`src/rtl/branch_tag_ctrl.sv`:
```
// Branch tag ring: hands out tags to the decode pair, snapshots the freelist
// head per tag, and sequences shootdown + freelist restore on a mispredict.
//
// Ports:
//   clk, reset (sync, active-low)
//   alloc_req/fl_head -> alloc_ok, alloc_tag_1/2      tag allocation
//   resolve_valid/tag/mispredict                      branch resolution
//   branch_shootdown, shootdown_branch_tag            squash broadcast (reg)
//   fl_restore_valid, fl_restore_head                 freelist restore (reg)
//   busy (stall decode), num_free_tags (reg)
module branch_tag_ctrl #(
  parameter int MAX_PREDICT_DEPTH      = 4,
  parameter int MAX_PREDICT_DEPTH_BITS = 2,
  parameter int FL_PTR_BITS            = 6
) (
  input  logic                              clk,
  input  logic                              reset,
  input  logic [1:0]                        alloc_req,
  input  logic [FL_PTR_BITS-1:0]            fl_head,
  output logic                              alloc_ok,
  output logic [MAX_PREDICT_DEPTH_BITS-1:0] alloc_tag_1,
  output logic [MAX_PREDICT_DEPTH_BITS-1:0] alloc_tag_2,
  input  logic                              resolve_valid,
  input  logic [MAX_PREDICT_DEPTH_BITS-1:0] resolve_tag,
  input  logic                              resolve_mispredict,
  output logic                              branch_shootdown,
  output logic [MAX_PREDICT_DEPTH_BITS-1:0] shootdown_branch_tag,
  output logic                              fl_restore_valid,
  output logic [FL_PTR_BITS-1:0]            fl_restore_head,
  output logic                              busy,
  output logic [MAX_PREDICT_DEPTH_BITS:0]   num_free_tags
);

  localparam int D  = MAX_PREDICT_DEPTH;
  localparam int TW = MAX_PREDICT_DEPTH_BITS;
  localparam int FW = FL_PTR_BITS;
  localparam logic [TW-1:0] ONE = TW'(1);
  localparam logic [TW-1:0] TWO = TW'(2);

  typedef enum logic [1:0] {
    IDLE,
    SHOOT,
    RESTORE
  } state_e;

  state_e        state_q;
  logic [TW-1:0] mp_q, cur_q;
  logic [TW-1:0] head_q, head_d;
  logic [TW-1:0] tail_q, tail_d;
  logic [D-1:0]  live_q, live_d;
  logic [D-1:0]  done_q, done_d;
  logic [FW-1:0] snap_q [D];
  logic [FW-1:0] snap_d [D];
  logic [TW:0]   free_q, free_d;

  logic          bsd_q, frv_q;
  logic [TW-1:0] sdt_q;
  logic [FW-1:0] frh_q;

  logic          mp_ev, rs_live, older, start;
  logic          shoot_last, do_restore;
  logic          ret0, ret1;
  logic [TW-1:0] tail_m1, head_p1, tail_p1;

  assign mp_ev   = resolve_valid && resolve_mispredict;
  assign rs_live = live_q[resolve_tag];
  assign tail_m1 = tail_q - ONE;
  assign tail_p1 = tail_q + ONE;
  assign head_p1 = head_q + ONE;

  // Age is distance from head; a smaller age is an older branch.
  assign older = rs_live &&
    ((resolve_tag - head_q) < (mp_q - head_q));

  // Begin (IDLE) or restart (busy, older tag) a recovery sequence.
  assign start = mp_ev && rs_live &&
    ((state_q == IDLE) || older);

  assign shoot_last = (cur_q == mp_q + ONE);
  assign do_restore = (state_q == RESTORE) &&
    !(mp_ev && older);

  assign alloc_ok = (state_q == IDLE) &&
    (alloc_req != 2'd0) &&
    (free_q >= (TW+1)'(alloc_req)) &&
    !mp_ev;

  always_comb begin
    live_d = live_q;
    done_d = done_q;
    snap_d = snap_q;
    head_d = head_q;
    tail_d = tail_q;
    ret0   = 1'b0;
    ret1   = 1'b0;

    if (resolve_valid && !resolve_mispredict && rs_live)
      done_d[resolve_tag] = 1'b1;

    if (state_q == SHOOT) begin
      live_d[cur_q] = 1'b0;
      done_d[cur_q] = 1'b0;
    end

    if (do_restore) begin
      tail_d        = mp_q;
      live_d[mp_q]  = 1'b0;
      done_d[mp_q]  = 1'b0;
    end

    // Retire sees this cycle's resolve so a head completion frees at once.
    ret0 = live_q[head_q] && done_d[head_q];
    ret1 = ret0 && live_q[head_p1] && done_d[head_p1];
    if (ret0) begin
      live_d[head_q] = 1'b0;
      done_d[head_q] = 1'b0;
      head_d         = head_p1;
    end
    if (ret1) begin
      live_d[head_p1] = 1'b0;
      done_d[head_p1] = 1'b0;
      head_d          = head_q + TWO;
    end

    if (alloc_ok) begin
      live_d[tail_q] = 1'b1;
      done_d[tail_q] = 1'b0;
      snap_d[tail_q] = fl_head;
      if (alloc_req == 2'd2) begin
        live_d[tail_p1] = 1'b1;
        done_d[tail_p1] = 1'b0;
        snap_d[tail_p1] = fl_head;
      end
      tail_d = tail_q + TW'(alloc_req);
    end

    free_d = (TW+1)'(D - $countones(live_d));
  end

  always_ff @(posedge clk) begin
    if (!reset) begin
      head_q <= '0;
      tail_q <= '0;
      live_q <= '0;
      done_q <= '0;
      free_q <= (TW+1)'(D);
      for (int i = 0; i < D; i++)
        snap_q[i] <= '0;
    end else begin
      head_q <= head_d;
      tail_q <= tail_d;
      live_q <= live_d;
      done_q <= done_d;
      free_q <= free_d;
      snap_q <= snap_d;
    end
  end

  always_ff @(posedge clk) begin
    if (!reset) begin
      state_q <= IDLE;
      mp_q    <= '0;
      cur_q   <= '0;
      bsd_q   <= 1'b0;
      sdt_q   <= '0;
      frv_q   <= 1'b0;
      frh_q   <= '0;
    end else begin
      unique case (state_q)
        IDLE: begin
          if (start) begin
            mp_q  <= resolve_tag;
            cur_q <= tail_m1;
            if (resolve_tag == tail_m1) begin
              state_q <= RESTORE;
              frv_q   <= 1'b1;
              frh_q   <= snap_q[resolve_tag];
            end else begin
              state_q <= SHOOT;
              bsd_q   <= 1'b1;
              sdt_q   <= tail_m1;
            end
          end
        end
        SHOOT: begin
          if (start) begin
            mp_q  <= resolve_tag;
            cur_q <= tail_m1;
            sdt_q <= tail_m1;
          end else if (shoot_last) begin
            state_q <= RESTORE;
            bsd_q   <= 1'b0;
            sdt_q   <= '0;
            frv_q   <= 1'b1;
            frh_q   <= snap_q[mp_q];
          end else begin
            cur_q <= cur_q - ONE;
            sdt_q <= cur_q - ONE;
          end
        end
        RESTORE: begin
          frv_q <= 1'b0;
          frh_q <= '0;
          // An older mispredict here re-squashes from the unchanged tail.
          if (start) begin
            state_q <= SHOOT;
            mp_q    <= resolve_tag;
            cur_q   <= tail_m1;
            bsd_q   <= 1'b1;
            sdt_q   <= tail_m1;
          end else begin
            state_q <= IDLE;
          end
        end
        default: state_q <= IDLE;
      endcase
    end
  end

  assign alloc_tag_1          = tail_q;
  assign alloc_tag_2          = tail_p1;
  assign branch_shootdown     = bsd_q;
  assign shootdown_branch_tag = sdt_q;
  assign fl_restore_valid     = frv_q;
  assign fl_restore_head      = frh_q;
  assign busy                 = (state_q != IDLE);
  assign num_free_tags        = free_q;

endmodule
```
`config.mk`:
```
export PLATFORM = sky130hd
export DESIGN_NAME = branch_tag_ctrl
export DESIGN_NICKNAME = d
export VERILOG_FILES = /design/src/rtl/branch_tag_ctrl.sv
export SDC_FILE = /design/constraint.sdc
export NUM_CORES = 1
export LEC_CHECK = 0
export BUFFER_PORTS_ARGS = -buffer_cell sky130_fd_sc_hd__buf_2
export CAP_MARGIN = 20
export CORE_MARGIN = 3
export CORE_UTILIZATION = 40
export CTS_CLUSTER_DIAMETER = 40
export DETAILED_ROUTE_END_ITERATION = 8
export GPL_ROUTABILITY_DRIVEN = 0
export PLACE_DENSITY = 0.64
export SYNTH_ARGS = -nofsm -noshare
export SYNTH_HDL_FRONTEND = slang
export SYNTH_SLANG_ARGS = --single-unit
```
`constraint.sdc`:
```
create_clock -name clk -period 4.7 [get_ports clk]
set_clock_uncertainty 0.05 [all_clocks]
set_input_delay 0.47 -clock clk [delete_from_list [all_inputs] [get_ports clk]]
set_output_delay 0.47 -clock clk [all_outputs]
set_load 0.05 [all_outputs]
```
==> impl_metrics.json, run 1 <==
{
  "post_synth.cell_area_avg_sq_um": 9.54,
  "insertedDiodeCount": 0,
  "fp.dieH_um": 101,
  "fp.dieArea_sq_um": 10200,
  "worst-endpoint-arrival_ns": 4.18,
  "timing.max_cap.violations": 0,
  "status": "complete, no violations",
  "num-fill-cells": 827,
  "nNetsFinal": 451,
  "avgRoutedWirePerCell_um": 17.3,
  "start_util_pct": 41.4,
  "hold_violations": 0,
  "achievable-frequency_ghz": 0.250,
  "ir_drop_mv": 0.283,
  "finalSetupViolCount": 0,
  "mappedNetlistArea_sq_um": 3610,
  "numCtsBuffers": 5,
  "antenna_violating_nets_post_route": 0,
  "clock_tree_buf_depth": 2,
  "vias_per_cell": 5.75,
  "mappedNetlistNets": 421,
  "worst_slew_margin_rel_pct": 33.0,
  "grt_max_degree": 30,
  "grt_antenna_before_repair": 0,
  "hpwlAfterDp_um": 6510,
  "reg2reg_depth": 14,
  "gr-total-overflow": 0,
  "cts_tree": "yes",
  "syn_inst": 378,
  "min_delay_path_depth": 2,
  "finalMaxSlewViolations": 0,
  "final.setup.tns_ns": 0,
  "cts.clk_slew.worst_paths_ns": 0.12,
  "root_buffer_cell": "sky130_fd_sc_hd__clkbuf_8",
  "post_cts.resized_instances": 0,
  "critPathMaxFanout": 10,
  "via_count": 2974,
  "core.rowCount": 34,
  "synth.yosys.seq_area_share_pct": 30.5,
  "critical_path_launch_point_type": "register",
  "io_buffers": 32,
  "post-cts-setup-buffers": 0,
  "ctsHtreeMaxLevel": 2,
  "rsz0062_at_grt": "false",
  "yosys_warnings": 0,
  "critPathRequiredTime_ns": 4.88,
  "cts-hold-fix-buffers": 0,
  "sequential_area_sq_um": 1100,
  "layout_min_cycle_time_ns": 4.01,
  "grt_pass1_vias": 2923,
  "floorplan.io_pins": 33,
  "coreArea_sq_um": 8720,
  "route.detailed.drc": 0,
  "horizontal_die_dimension_um": 101,
  "layout_common_cells": "55 x sky130_fd_sc_hd__dfxtp_1, 51 x sky130_fd_sc_hd__nor2_1, 32 x sky130_fd_sc_hd__buf_2",
  "first_iter_violations": 171,
  "clk_latency_ns": 0.32,
  "timing_worst_slew_pin_value_ns": 1.00,
  "asyncSetResetFlopFracSynth_pct": 0,
  "min_path_type": "primary input to register",
  "synth_edf_count": 0,
  "fin_crit_sh_pct": 85.2,
  "final_layout_size_suffix_gt1_share_pct": 17.6,
  "multi_input_logic_area_sq_um": 2330,
  "finalNonFillerCells": 517,
  "ys_dominant_reg_cell": "sky130_fd_sc_hd__dfxtp_1",
  "areaGrowthSynthToFinish_pct": 9.95,
  "power.density_nw_per_um2": 594,
  "cts_num_sinks": 55,
  "most_common_cell_after_layout_fill_and_taps_aside": "sky130_fd_sc_hd__dfxtp_1",
  "kind_of_end_point_of_the_critical_path": "register",
  "placed_cells": 509,
  "synth.ff_latch_count": 55,
  "critPathKind": "register to register",
  "yosysUniqueCellTypes": 63,
  "postRouteWirelength_um": 8950,
  "track_usage_pct": 17.6,
  "drt_pre_antenna_iters": 4,
  "grt_pass1_wl_um": 14300,
  "leakage_nw": 1.60
}
-- sequential cells by signal, indices dropped and copies added (netlist names) --
signal                count
num_free_tags             3
fl_restore_head           6
state_q                   2
fl_restore_valid          1
branch_shootdown          1
shootdown_branch_tag      2
head_q                    2
alloc_tag_1               2
mp_q                      2
snap_q                   24
cur_q                     2
live_q                    4
done_q                    4
-- critical path, cell delays in order, from the launching register on --
cell	delay, ns
sky130_fd_sc_hd__dfxtp_1	0.35
sky130_fd_sc_hd__inv_1	0.09
sky130_fd_sc_hd__ha_1	0.23
sky130_fd_sc_hd__xnor2_1	0.14
sky130_fd_sc_hd__xnor2_1	0.14
sky130_fd_sc_hd__ha_1	0.30
sky130_fd_sc_hd__a21oi_4	0.20
sky130_fd_sc_hd__o211a_1	0.24
sky130_fd_sc_hd__nand3_1	0.11
sky130_fd_sc_hd__mux4_2	0.62
sky130_fd_sc_hd__o31ai_2	0.38
sky130_fd_sc_hd__fa_1	0.46
sky130_fd_sc_hd__ha_1	0.19
sky130_fd_sc_hd__ha_1	0.26
sky130_fd_sc_hd__and2_1	0.15
-- kinds of logic (layout without fill, tap and decap cells) --
group	Yosys count	count (layout)	synth area share, %
mux	47	47	18.8
fa+ha+maj	29	29	10.3
xor+xnor	9	9	2.19
buf+inv	37	68	4.82
simple gates	125	125	16.8
flops	55	55	30.5
compound gates	76	76	16.6
-- Yosys cell counts, drive strengths merged (2+ instances only) --
| library cell | count | share of area [%] |
|---|---|---|
| a211o | 3 | 0.73 |
| a21o | 4 | 0.87 |
| a21oi | 17 | 2.7 |
| a221o | 5 | 1.4 |
| a311oi | 8 | 2.1 |
| a31oi | 5 | 0.87 |
| and2 | 3 | 0.52 |
| and3 | 3 | 0.55 |
| buf | 6 | 1.1 |
| clkbuf | 10 | 1.3 |
| dfxtp | 55 | 31 |
| ha | 28 | 9.7 |
| inv | 19 | 2.0 |
| mux2 | 2 | 0.83 |
| mux2i | 31 | 8.6 |
| mux4 | 14 | 9.4 |
| nand2 | 26 | 2.7 |
| nand2b | 3 | 0.73 |
| nand3 | 4 | 0.55 |
| nand3b | 2 | 0.42 |
| nor2 | 51 | 5.3 |
| nor2b | 13 | 2.3 |
| nor3 | 8 | 1.1 |
| nor3b | 5 | 1.0 |
| nor4 | 2 | 0.35 |
| nor4b | 2 | 0.66 |
| o211a | 4 | 1.1 |
| o211ai | 5 | 1.0 |
| o21a | 2 | 0.42 |
| o21ai | 5 | 0.69 |
| o31ai | 4 | 1.4 |
| o32ai | 2 | 0.49 |
| xnor2 | 6 | 1.5 |
| xor2 | 3 | 0.73 |
-- power breakdown --
part | switching, mW | total [mW] | internal [mW]
Sequential | 0.101 | 0.688 | 0.587
Combinational | 0.889 | 1.37 | 0.483
Clock | 0.183 | 0.297 | 0.114
-- final cells by class --
type,instances,share of cell area [%]
inverter,20,1.89
timing repair buffer,40,5.55
clock inverter,3,0.852
clock buffer,5,1.74
multi-input combinational,286,58.8
sequential,55,27.8
tap,108,3.41
-- through the flow --
step           setup WS [ns]  hold slack, ns  cell area, sq um  power [mW]  util [%]
3_3_place_gp           0.639           0.406              3860        2.04      44.3
4_1_cts                0.682           0.346              3970        2.36      45.5
2_1_floorplan          0.484           0.416              3610        1.74         -
3_5_place_dp           0.534           0.405              3860        2.06      44.3
6_report               0.694           0.345              3970        2.36      45.5
5_1_grt                0.450           0.357              3970        2.53      45.5
-- final timing paths --
| check | start | endpoint | slack [ns] |
|---|---|---|---|
| worst max register to register | mp_q[0] | num_free_tags[1] | 0.69 |
| worst min-delay path | reset | num_free_tags[2] | 0.34 |
| worst min register to register | branch_shootdown | branch_shootdown | 0.42 |
| worst max-delay path | mp_q[0] | num_free_tags[1] | 0.69 |
-- layer usage --
layer / global-route usage, % / vias to the layer above / wire length (um)
li1: - / 1435 / -
met3: 2.49 / 18 / 260
met5: 0 / - / 0
met1: 21.9 / 1458 / 3930
met2: 30.8 / 63 / 4540
met4: 6.24 / 0 / 212
No activity file was read; power rests on OpenSTA's default activity.
==> run 2: changes to the inputs <==
--- a/config.mk
+++ b/config.mk
@@ -7,6 +7,7 @@
 export LEC_CHECK = 0
 export BUFFER_PORTS_ARGS = -buffer_cell sky130_fd_sc_hd__buf_2
 export CAP_MARGIN = 20
+export CORE_ASPECT_RATIO = 1.1
 export CORE_MARGIN = 3
 export CORE_UTILIZATION = 40
 export CTS_CLUSTER_DIAMETER = 40
==> run 2 against run 1 <==
Against the previous run: design area stayed put; critical path depth down 2; final cell count grew 0.77%; die area is essentially flat; highest routed layer unchanged; register-to-register slack got worse by 0.16 ns; critical endpoint unchanged; power decreased by 1.0%; via count is 0.27% higher; sequential share of layout area stayed put; critical path type unchanged; sequential power hardly changed; non-clock buffer count rose by 1; worst setup slack lost 0.16 ns; combinational power hardly changed.
==> impl_metrics.json, run 2 (synthesis gave the netlist of run 1 again) <==
{
  "status": "complete, no violations",
  "cts_tree": "yes",
  "root_buffer_cell": "sky130_fd_sc_hd__clkbuf_8",
  "max_layer_used": "met4",
  "timing.max_cap.violations": 0,
  "final_layout_size_suffix_gt1_share_pct": 17.8,
  "critPathMaxFanout": 11,
  "avgRoutedWirePerCell_um": 16.6,
  "leakage_nw": 1.61,
  "route.detailed.drc": 0,
  "grt_max_degree": 50,
  "fin_crit_sh_pct": 88.7,
  "finalMaxSlewViolations": 0,
  "finalSetupViolCount": 0,
  "cts.clk_slew.worst_paths_ns": 0.11,
  "grt_antenna_before_repair": 0,
  "crit_path_cell_trace": "inv_1 -> xnor2_1 -> ha_1 -> a21oi_4 -> o211a_2 -> nand3b_1 -> mux4_2 -> o31ai_2 -> fa_1 -> ha_1 -> ha_1 -> and2_1",
  "cts-hold-fix-buffers": 0,
  "coreArea_sq_um": 8580,
  "timing.final.ws_setup_ns": 0.532,
  "cpMostUsedCell": "sky130_fd_sc_hd__ha_1",
  "critPathKind": "register to register",
  "fp.dieH_um": 106,
  "dpl_cell_area_sq_um": 3870,
  "floorplan.io_pins": 33,
  "grt_pass1_wl_um": 14500,
  "layout_common_cells": "55 x sky130_fd_sc_hd__dfxtp_1, 51 x sky130_fd_sc_hd__nor2_1, 32 x sky130_fd_sc_hd__buf_2",
  "final.setup.tns_ns": 0,
  "largest-register": "snap_q",
  "numCtsBuffers": 5,
  "vias_per_cell": 5.72,
  "crit_path_top_delay_cell": "sky130_fd_sc_hd__dfxtp_1",
  "via_count": 2982,
  "worst_slew_margin_rel_pct": 28.0,
  "first_iter_violations": 202,
  "dr_wl_met3_um": 316,
  "critPathRequiredTime_ns": 4.85,
  "cts_num_sinks": 55,
  "min_path_type": "primary input to register",
  "post_cts.resized_instances": 0,
  "drt_pre_antenna_iters": 4,
  "nNetsFinal": 452,
  "critical_path_launch_point_type": "register",
  "power.density_nw_per_um2": 588,
  "postRouteWirelength_um": 8640,
  "wl_met1_um": 3870,
  "worst-endpoint-arrival_ns": 4.32,
  "grt_pass1_vias": 2912,
  "hpwlAfterDp_um": 6420,
  "insertedDiodeCount": 0,
  "track_usage_pct": 17.8,
  "start_util_pct": 42.0,
  "pre_cts_slack_ns": 0.511,
  "post-cts-setup-buffers": 0,
  "most_common_cell_after_layout_fill_and_taps_aside": "sky130_fd_sc_hd__dfxtp_1",
  "wl_met2_um": 4350,
  "largest_reg_flops": 24,
  "kind_of_end_point_of_the_critical_path": "register",
  "achievable-frequency_ghz": 0.240,
  "core.rowCount": 35,
  "post-route-cell-area_sq_um": 3970,
  "gr-total-overflow": 0,
  "postLayoutCoreUtil_pct": 46.2,
  "io_buffers": 32,
  "clk_latency_ns": 0.31,
  "layout_min_cycle_time_ns": 4.17,
  "fp.dieArea_sq_um": 10200,
  "ctsHtreeMaxLevel": 2,
  "cp_slowest_stage_delay_ns": 0.70,
  "rsz0062_at_grt": "false",
  "timing_worst_slew_pin_value_ns": 1.08,
  "ir_drop_mv": 0.437,
  "clock_tree_buf_depth": 2,
  "horizontal_die_dimension_um": 96.5,
  "hold_violations": 0,
  "antenna_violating_nets_post_route": 0,
  "areaGrowthSynthToFinish_pct": 9.95
}
-- run 2: critical path: cells and delay by family, from the launching register on --
family,cells,cell delay (ns)
compound gates,3,0.83
flops,1,0.70
buf+inv,1,0.21
simple gates,2,0.24
xor+xnor,1,0.18
fa+ha+maj,4,1.24
mux,1,0.62
-- run 2: metrics by stage --
stage | power (mW) | hold WS [ns] | cells
floorplan | 1.74 | 0.416 | 378
global placement | 2.04 | 0.416 | 513
detailed placement | 2.07 | 0.404 | 513
CTS | 2.34 | 0.354 | 521
global route | 2.52 | 0.355 | 521
finish | 2.33 | 0.360 | 521
-- run 2: power by group --
part | internal [mW] | total [mW] | leakage [nW] | switching [mW]
clock network | 0.107 | 0.272 | 0.0485 | 0.165
logic | 0.489 | 1.37 | 1.11 | 0.881
registers | 0.587 | 0.691 | 0.448 | 0.104
-- run 2: layout make-up --
| cell class | count | area [sq um] |
|---|---|---|
| multi-input cells | 286 | 2330 |
| repair buffers | 41 | 228 |
| inverters | 20 | 75.1 |
| clock buffers | 5 | 68.8 |
| flip-flops and latches | 55 | 1100 |
| clock inverters | 3 | 22.5 |
| fillers | 838 | 4620 |
| well taps | 111 | 139 |
-- run 2: path summary, 6_finish.rpt --
check | start | endpoint | slack [ns] | cells after the start
max | mp_q[1] | num_free_tags[1] | 0.53 | 12
max reg2reg | mp_q[1] | num_free_tags[1] | 0.53 | 12
min reg2reg | branch_shootdown | branch_shootdown | 0.43 | 2
min | reset | num_free_tags[2] | 0.36 | 2
-- run 2: layer usage --
| layer | vias to the layer above | global-route usage (%) |
|---|---|---|
| li1 | 1441 | - |
| met1 | 1458 | 23.9 |
| met2 | 72 | 29.8 |
| met3 | 11 | 2.71 |
| met4 | 0 | 4.41 |
| met5 | - | 0 |
==> run 3: changes to the inputs <==
--- a/config.mk
+++ b/config.mk
@@ -5,6 +5,7 @@
 export SDC_FILE = /design/constraint.sdc
 export NUM_CORES = 1
 export LEC_CHECK = 0
+export ABC_AREA = 1
 export BUFFER_PORTS_ARGS = -buffer_cell sky130_fd_sc_hd__buf_2
 export CAP_MARGIN = 20
 export CORE_ASPECT_RATIO = 1.1
==> run 3 against run 2 <==
Against the previous run: die area fell by 1.6%; via count rose by 16%; clock power rose by 7.4%; critical path depth rose by 6; register-to-register slack improved by 0.17 ns; combinational power fell by 20%; hold slack improved by 0.045 ns; final cell count rose by 24%; synthesized cell count rose by 34%; sequential power rose by 0.7%; critical endpoint is now num_free_tags[2]; highest routed layer unchanged.
==> impl_metrics.json, run 3 <==
{
  "first_iter_violations": 301,
  "timing_worst_slew_pin_value_ns": 0.736,
  "synth.ff_latch_count": 55,
  "fin_crit_sh_pct": 85.1,
  "largest_reg_flops": 24,
  "num-fill-cells": 875,
  "critical_path_launch_point_type": "register",
  "netlist.area_leader.share_pct": 31.0,
  "post_cts.resized_instances": 0,
  "postRouteWirelength_um": 9750,
  "fp.dieArea_sq_um": 10000,
  "mappedNetlistNets": 550,
  "ctsHtreeMaxLevel": 2,
  "achievable-frequency_ghz": 0.250,
  "total_switching_power_mw": 1.06,
  "sw_share_pct": 51.0,
  "io_buffers": 32,
  "min_path_type": "primary input to register",
  "cts-hold-fix-buffers": 0,
  "vias_per_cell": 5.37,
  "grt_antenna_before_repair": 0,
  "hpwlAfterDp_um": 7050,
  "via_count": 3471,
  "synth_edf_count": 0,
  "nNetsFinal": 577,
  "power_frac_seq_pct": 33.4,
  "synth_largest_area_cell": "sky130_fd_sc_hd__dfxtp_1",
  "insertedDiodeCount": 0,
  "final.setup.tns_ns": 0,
  "clock_tree_buf_depth": 2,
  "layout_min_cycle_time_ns": 4.00,
  "timing.final.ws_setup_ns": 0.700,
  "core.rowCount": 35,
  "mappedNetlistArea_sq_um": 3550,
  "layout_common_cells": "78 x sky130_fd_sc_hd__nand2_1, 76 x sky130_fd_sc_hd__inv_1, 58 x sky130_fd_sc_hd__o21ai_0",
  "track_usage_pct": 20.4,
  "cts_tree": "yes",
  "yosysUniqueCellTypes": 38,
  "power.density_nw_per_um2": 533,
  "finalMaxSlewViolations": 0,
  "synth.yosys.seq_area_share_pct": 31.0,
  "syn_inst": 507,
  "fp.dieH_um": 105,
  "post_synth_main_area_contributors": "sky130_fd_sc_hd__dfxtp_1 31%, sky130_fd_sc_hd__ha_1 9.9%, sky130_fd_sc_hd__nand2_1 8.3%",
  "power_frac_comb_pct": 52.6,
  "horizontal_die_dimension_um": 95.8,
  "critPathMaxFanout": 9,
  "finalSetupViolCount": 0,
  "floorplan.io_pins": 33,
  "kind_of_end_point_of_the_critical_path": "register",
  "hold_violations": 0,
  "worst-endpoint-arrival_ns": 4.17,
  "pre_cts_slack_ns": 0.409,
  "final_layout_size_suffix_gt1_share_pct": 12.7,
  "critPathKind": "register to register",
  "grt_max_degree": 47,
  "post_synth.cell_area_avg_sq_um": 7.00,
  "post-cts-setup-buffers": 0,
  "worst_slew_margin_rel_pct": 50.8,
  "post_synth_most_frequent_cells": "78 x sky130_fd_sc_hd__nand2_1, 76 x sky130_fd_sc_hd__inv_1, 58 x sky130_fd_sc_hd__o21ai_0",
  "start_util_pct": 41.8,
  "pwr-share-clk_pct": 14.0,
  "largest-register": "snap_q",
  "grt_pass1_vias": 3268,
  "antenna_violating_nets_post_route": 0,
  "ys_dominant_reg_cell": "sky130_fd_sc_hd__dfxtp_1",
  "cell_internal_pwr_mw": 1.02,
  "yosys_warnings": 0,
  "numCtsBuffers": 5,
  "areaGrowthSynthToFinish_pct": 10.2,
  "root_buffer_cell": "sky130_fd_sc_hd__clkbuf_8",
  "clk_latency_ns": 0.33,
  "route.detailed.drc": 0,
  "avgRoutedWirePerCell_um": 15.1,
  "status": "complete, no violations",
  "gr-total-overflow": 0,
  "timing.max_cap.violations": 0,
  "ir_drop_mv": 0.365,
  "leakage_nw": 1.70,
  "asyncSetResetFlopFracSynth_pct": 0,
  "cts_num_sinks": 55,
  "most_common_cell_after_layout_fill_and_taps_aside": "sky130_fd_sc_hd__nand2_1",
  "cts.clk_slew.worst_paths_ns": 0.12,
  "drt_pre_antenna_iters": 5,
  "rsz0062_at_grt": "false",
  "most_used_standard_cell_by_instance_count_after_synthesis": "sky130_fd_sc_hd__nand2_1",
  "grt_pass1_wl_um": 16300,
  "critPathRequiredTime_ns": 4.87,
  "coreArea_sq_um": 8500
}
run 3: path summary, 6_finish.rpt:
path                                 start               end  slack (ns)  depth (start not counted)
worst min register to register  snap_q[21]        snap_q[21]        0.43                          2
worst min-delay path            fl_head[5]        snap_q[11]        0.40                          3
worst max register to register     mp_q[0]  num_free_tags[2]        0.70                         18
worst max-delay path               mp_q[0]  num_free_tags[2]        0.70                         18
run 3: layout make-up:
class / count / area (sq um) / share of cell area, %
Timing Repair Buffer: 37 / 198 / 5.06
Clock inverter: 3 / 25.0 / 0.640
Sequential cell: 55 / 1100 / 28.2
Tap cell: 111 / 139 / 3.55
Inverter: 84 / 315 / 8.07
Clock buffer: 5 / 68.8 / 1.76
Multi-Input combinational cell: 351 / 2060 / 52.8
run 3: cells by family after synthesis:
family                     share of synthesized area (%)
and+or+nand+nor                                     21.7
adders and majority gates                           10.4
DFF                                                 31.0
buffers and inverters                               10.8
AOI/OAI and AO/OA                                   24.0
xor gates and xnor gates                            1.98
run 3: metrics by stage:
stage / power, mW / utilization (%) / hold slack, ns / area, sq um / instances
2_1_floorplan: 1.53 / - / 0.384 / 3550 / 507
3_3_place_gp: 1.78 / 44.9 / 0.401 / 3810 / 638
3_5_place_dp: 1.79 / 44.9 / 0.405 / 3810 / 638
4_1_cts: 2.08 / 46.0 / 0.403 / 3910 / 646
5_1_grt: 2.26 / 46.0 / 0.409 / 3910 / 646
6_report: 2.08 / 46.0 / 0.405 / 3910 / 646
run 3: worst max-delay path, cell delays in order, from the launching register on:
cell	delay [ns]
sky130_fd_sc_hd__dfxtp_1	0.34
sky130_fd_sc_hd__inv_1	0.06
sky130_fd_sc_hd__ha_1	0.20
sky130_fd_sc_hd__xnor2_1	0.18
sky130_fd_sc_hd__xor2_1	0.17
sky130_fd_sc_hd__ha_1	0.25
sky130_fd_sc_hd__a21oi_1	0.37
sky130_fd_sc_hd__nand3_4	0.15
sky130_fd_sc_hd__nand3_1	0.17
sky130_fd_sc_hd__nand3_1	0.12
sky130_fd_sc_hd__nand3_2	0.13
sky130_fd_sc_hd__nand3_4	0.16
sky130_fd_sc_hd__nor2_2	0.17
sky130_fd_sc_hd__nand2_1	0.10
sky130_fd_sc_hd__a21boi_1	0.20
sky130_fd_sc_hd__fa_1	0.44
sky130_fd_sc_hd__ha_1	0.19
sky130_fd_sc_hd__ha_1	0.16
sky130_fd_sc_hd__or2_2	0.28
run 3: layer usage:
metal / track usage [%] / part of all wire (%) / wire length (um) / vias to the layer above
met5: 0 / 0 / 0 / -
li1: - / - / - / 1745
met2: 31.6 / 46 / 4530 / 129
met3: 2.52 / 5.1 / 499 / 22
met1: 29.1 / 46 / 4510 / 1575
met4: 6.40 / 2.2 / 212 / 0
run 3: power groups by stage:
stage / registers, mW / clock network, mW / logic [mW]
3_3_place_gp: 0.702 / 0 / 1.08
2_1_floorplan: 0.883 / 0 / 0.649
3_5_place_dp: 0.704 / 0 / 1.09
5_1_grt: 0.715 / 0.311 / 1.23
6_report: 0.696 / 0.292 / 1.10
4_1_cts: 0.694 / 0.295 / 1.09
